File: src/rtl/gsim_result_drain.sv
// Result drain for the GSIM accelerator: 16 solution words in, streamed out in index order.
// Optional macro GSIM_DRAIN_SAT_EN selects saturating (vs wrapping) output conversion.
module gsim_result_drain #(
   parameter int BIT_WIDTH = 32,
   parameter int FRAC_BITS = 16,
   parameter int OUT_WIDTH = 16
) (
   input  logic                 clk_i,
   input  logic                 rst_i,
   input  logic                 wr_en_i,
   input  logic [3:0]           wr_idx_i,
   input  logic [BIT_WIDTH-1:0] wr_data_i,
   input  logic                 done_i,
   output logic                 out_valid_o,
   input  logic                 out_ready_i,
   output logic [OUT_WIDTH-1:0] out_data_o,
   output logic [3:0]           out_idx_o,
   output logic                 busy_o,
   output logic                 drain_done_o,
   output logic                 wr_err_o
);

   // state    | meaning
   // ST_IDLE  | accepting writes, waiting for done
   // ST_DRAIN | streaming slot[ptr] out, writes rejected
   typedef enum logic {ST_IDLE, ST_DRAIN} state_t;

   state_t               state_q, state_d;
   logic [3:0]           ptr_q, ptr_d;
   logic [BIT_WIDTH-1:0] slots_q [16];
   logic [BIT_WIDTH-1:0] slots_d [16];
   logic                 drain_done_q, drain_done_d;
   logic                 wr_err_q, wr_err_d;

`ifdef GSIM_DRAIN_SAT_EN
   localparam logic signed [BIT_WIDTH-1:0] SAT_MAX =
      {{(BIT_WIDTH-OUT_WIDTH+1){1'b0}}, {(OUT_WIDTH-1){1'b1}}};
   localparam logic signed [BIT_WIDTH-1:0] SAT_MIN =
      {{(BIT_WIDTH-OUT_WIDTH+1){1'b1}}, {(OUT_WIDTH-1){1'b0}}};
`endif

   function automatic logic [OUT_WIDTH-1:0] conv(input logic [BIT_WIDTH-1:0] w);
      logic signed [BIT_WIDTH-1:0] sh;
      sh = $signed(w) >>> FRAC_BITS;
`ifdef GSIM_DRAIN_SAT_EN
      if (sh > SAT_MAX)
         conv = OUT_WIDTH'(SAT_MAX);
      else if (sh < SAT_MIN)
         conv = OUT_WIDTH'(SAT_MIN);
      else
         conv = OUT_WIDTH'(sh);
`else
      conv = OUT_WIDTH'(sh);
`endif
   endfunction

   always_ff @(posedge clk_i or posedge rst_i) begin
      if (rst_i) begin
         state_q      <= ST_IDLE;
         ptr_q        <= '0;
         drain_done_q <= 1'b0;
         wr_err_q     <= 1'b0;
         for (int i = 0; i < 16; i++) slots_q[i] <= '0;
      end else begin
         state_q      <= state_d;
         ptr_q        <= ptr_d;
         drain_done_q <= drain_done_d;
         wr_err_q     <= wr_err_d;
         for (int i = 0; i < 16; i++) slots_q[i] <= slots_d[i];
      end
   end

   always_comb begin
      state_d      = state_q;
      ptr_d        = ptr_q;
      drain_done_d = 1'b0;
      wr_err_d     = wr_err_q;
      for (int i = 0; i < 16; i++) slots_d[i] = slots_q[i];
      case (state_q)
         ST_IDLE: begin
            if (wr_en_i) slots_d[wr_idx_i] = wr_data_i;
            if (done_i) begin
               state_d  = ST_DRAIN;
               ptr_d    = '0;
               wr_err_d = 1'b0;
            end
         end
         ST_DRAIN: begin
            if (wr_en_i) wr_err_d = 1'b1;
            if (out_ready_i) begin
               ptr_d = ptr_q + 4'd1;
               // Last beat: storage is wiped so the next problem starts from zero.
               if (ptr_q == 4'd15) begin
                  state_d      = ST_IDLE;
                  drain_done_d = 1'b1;
                  for (int i = 0; i < 16; i++) slots_d[i] = '0;
               end
            end
         end
         default: state_d = ST_IDLE;
      endcase
   end

   assign out_valid_o  = (state_q == ST_DRAIN);
   assign busy_o       = (state_q == ST_DRAIN);
   assign out_idx_o    = out_valid_o ? ptr_q : 4'd0;
   assign out_data_o   = out_valid_o ? conv(slots_q[ptr_q]) : '0;
   assign drain_done_o = drain_done_q;
   assign wr_err_o     = wr_err_q;

endmodule

File: config.mk
export PLATFORM = sky130hd
export DESIGN_NAME = gsim_result_drain
export DESIGN_NICKNAME = d
export VERILOG_FILES = /design/src/rtl/gsim_result_drain.sv
export SDC_FILE = /design/constraint.sdc
export NUM_CORES = 1
export LEC_CHECK = 0
export ABC_AREA = 0
export ABC_CLOCK_PERIOD_IN_PS = 16600
export BUFFER_PORTS_ARGS = -buffer_cell sky130_fd_sc_hd__buf_2
export CAP_MARGIN = 20
export CORE_ASPECT_RATIO = 1.75
export CORE_UTILIZATION = 50
export CTS_BUF_LIST = sky130_fd_sc_hd__clkbuf_16
export DETAILED_ROUTE_END_ITERATION = 10
export PLACE_DENSITY_LB_ADDON = 0.05
export SETUP_SLACK_MARGIN = 0.02
export SYNTH_ARGS = -nofsm -noshare
export SYNTH_HDL_FRONTEND = slang
export SYNTH_SLANG_ARGS = --single-unit
File: constraint.sdc
create_clock -name clk_i -period 16.6 [get_ports clk_i]
set_input_delay 1.66 -clock clk_i [delete_from_list [all_inputs] [get_ports clk_i]]
set_output_delay 1.66 -clock clk_i [all_outputs]
set_load 0.02 [all_outputs]
==> metrics.yaml <==
sta:
  fin_crit_ps: 5190
  fin_hold_ws_ps: 495
  layout_setup_ws_ps: 11410
  fmax_mhz: 193
  tns_ps: 0
  fin_crit_sh_pct: 31.2
  relSlewSlack_pct: 28.3
  skew_ps: 15.2
  slew_violations: 0
  tightestPinTransition_ps: 1070
  final-hold-violation-count: 0
  setup-violations-final: 0
  rsz0062_at_grt: "no"
worst_setup_path:
  cp_top_family: "buffers and inverters"
  critPathArrivalTime_ps: 3530
  end_kind: "primary output"
  path_buf_inv: 2
  path_max_fanout: 49
  startpoint_type: "flop"
  crit_type: "flop to primary output"
  cp_cell_sequence: "buf_4, mux4_2, mux2i_1, o22ai_1, buf_2"
  required_ps: 14940
  slowest_delay_ps: 810
  cpMaxStageDelayCell: "buf_4"
outcome:
  status: "finished, final reports clean"
drt:
  wl_um: 36000
  drt_first_pass_iters: 5
  ant_nets: 0
  vias_per_cell: 6.91
  vias: 8304
  drtIter0Drc: 924
  wl_per_cell_um: 29.9
  drc_errors: 0
cts:
  cts_tree: "done"
  numCtsBuffers: 26
  clk_pin_slew_ps: 70
  root_buffer: "clkbuf_16"
  postCtsHoldBufs: 0
  cts_setup_buffers: 0
  cts.sinks: 263
  cts.path.max_buffers: 3
  cts-resized-gates: 0
  cts.htree.levels: 1
  clock_latency_ps: 540
place:
  placed_cell_area_sq_um: 12200
  dp_slack_ps: 12040
  io_buffers: 48
  hpwl_um: 21300
  gp_congestion: 0.848
global_route:
  grt_usage_pct: 30.8
  grt_pass1_wl_um: 55300
  antenna_found_initial: 0
  overflow: 0
  grt_max_degree: 122
  grt_pass1_vias: 8898
layout:
  syn_to_final_growth_pct: 10.9
  drive_gt1_share_pct: 20.8
  fin_nets: 919
  n_antenna_cell: 0
  design_area_sq_um: 13100
run:
  drv_cap: 0
die:
  core_sq_um: 23200
  io_pins: 65
  dieArea_sq_um: 24300
  die_y_um: 205
  start_util_pct: 50.9
  rows: 74
  die_x_um: 118
synthesis:
  synth_edf_count: 0
  yosys.area.top_type: "dfrtp_1"
  yosysMostFrequentCell: "dfrtp_1"
  yosys_register_bits: 263
  synth_area_sq_um: 11800
  synth_warnings: 0
  ys_seq_area_share_pct: 55.6
  syn_avg_cell_area_sq_um: 13.7
  syn_nets: 906
  ys.flop_type: "dfrtp_1"
  netlist.area_leader.share_pct: 55.6
  synth.top_cells.by_count: "263 x dfrtp_1, 239 x a22o_1, 56 x mux2i_1"
  synth_area_leaders: "dfrtp_1 56%, a22o_1 18%, mux4_2 10%, mux2i_1 4.7%, clkbuf_1 1.4%"
  ys_async_sr_fraction_pct: 100
  synth_cell_types: 41
  synthCells: 864
power:
  irDropWorstVdd_mv: 0.173
  finalPower_mw: 1.93
  p_leak_nw: 6.20
  p_per_area_nw_per_um2: 148
worst_hold_path:
  hp-class: "flop to flop"
final cells by class:
| type | count | area [sq um] |
|---|---|---|
| flip-flops and latches | 263 | 6590 |
| clock buffers | 27 | 676 |
| repair buffers | 74 | 455 |
| inverters | 8 | 37.5 |
| multi-input cells | 504 | 4810 |
| well taps | 304 | 380 |
| fillers | 1903 | 10100 |
| clock inverters | 21 | 169 |
placed cells by master (no fill, tap or decap), drive strengths merged, types with 2 or more instances in the layout:
cell and instances:
clkbuf 27, dfrtp 263, buf 74, inv 15
a21oi 6, nand2 36, a2111oi 2, nor2b 11
o22ai 14, mux2i 56, o2bb2ai 2, o21ai 3
a211oi 4, nand2b 7, nand4bb 2, mux4 54
nor2 32, clkinv 9, a22o 239, nand3 7
a22oi 9, clkinvlp 2, nor3 4, a2111o 2
and2 4, a32o 3, bufinv 3
sequential cells by signal, indices dropped and copies added, names as in the netlist:
signal / flops
busy_o: 1
slots_q: 256
drain_done_o: 1
wr_err_o: 1
ptr_q: 4
cell families (layout without fill, tap and decap cells):
family          after synthesis  count (layout)  synth area share, %
compound gates              286             286                 20.6
xor+xnor                      1               1               0.0741
fa+ha+maj                     1               1                0.106
buf+inv                      97             130                 3.76
flops                       263             263                 55.6
mux                         110             110                 15.0
simple gates                106             106                 4.77
report_power, final:
group	internal [mW]	switching [mW]	leakage (nW)	total [mW]
clock network	0.340	0.251	0.438	0.591
logic	0.230	0.289	2.13	0.519
registers	0.732	0.0934	3.63	0.825
final timing paths:
check / endpoint / cells after the start / from / slack [ps]
setup / recovery: out_data_o[14] / 5 / ptr_q[0] / 11410
hold / removal: slots_q[92] / 1 / slots_q[92] / 490
setup reg to reg: slots_q[90] / 7 / ptr_q[1] / 12770
hold reg to reg: slots_q[92] / 1 / slots_q[92] / 490
max in group asynchronous: slots_q[127] / 5 / rst_i / 13340
min in group asynchronous: slots_q[504] / 2 / rst_i / 1300
metrics by stage:
stage	std cells	utilization, %
4_1_cts	1200	56.3
2_1_floorplan	864	-
6_report	1201	56.4
5_1_grt	1201	56.4
3_3_place_gp	1152	52.7
3_5_place_dp	1152	52.7
routing by layer:
metal	part of all wire (%)	global-route usage [%]	up-vias
li1	-	-	3388
met1	38	39.1	4398
met2	50	50.8	432
met3	6.9	5.02	86
met4	5.1	17.0	0
met5	0	0	-
(Power assumes the default switching activity.)
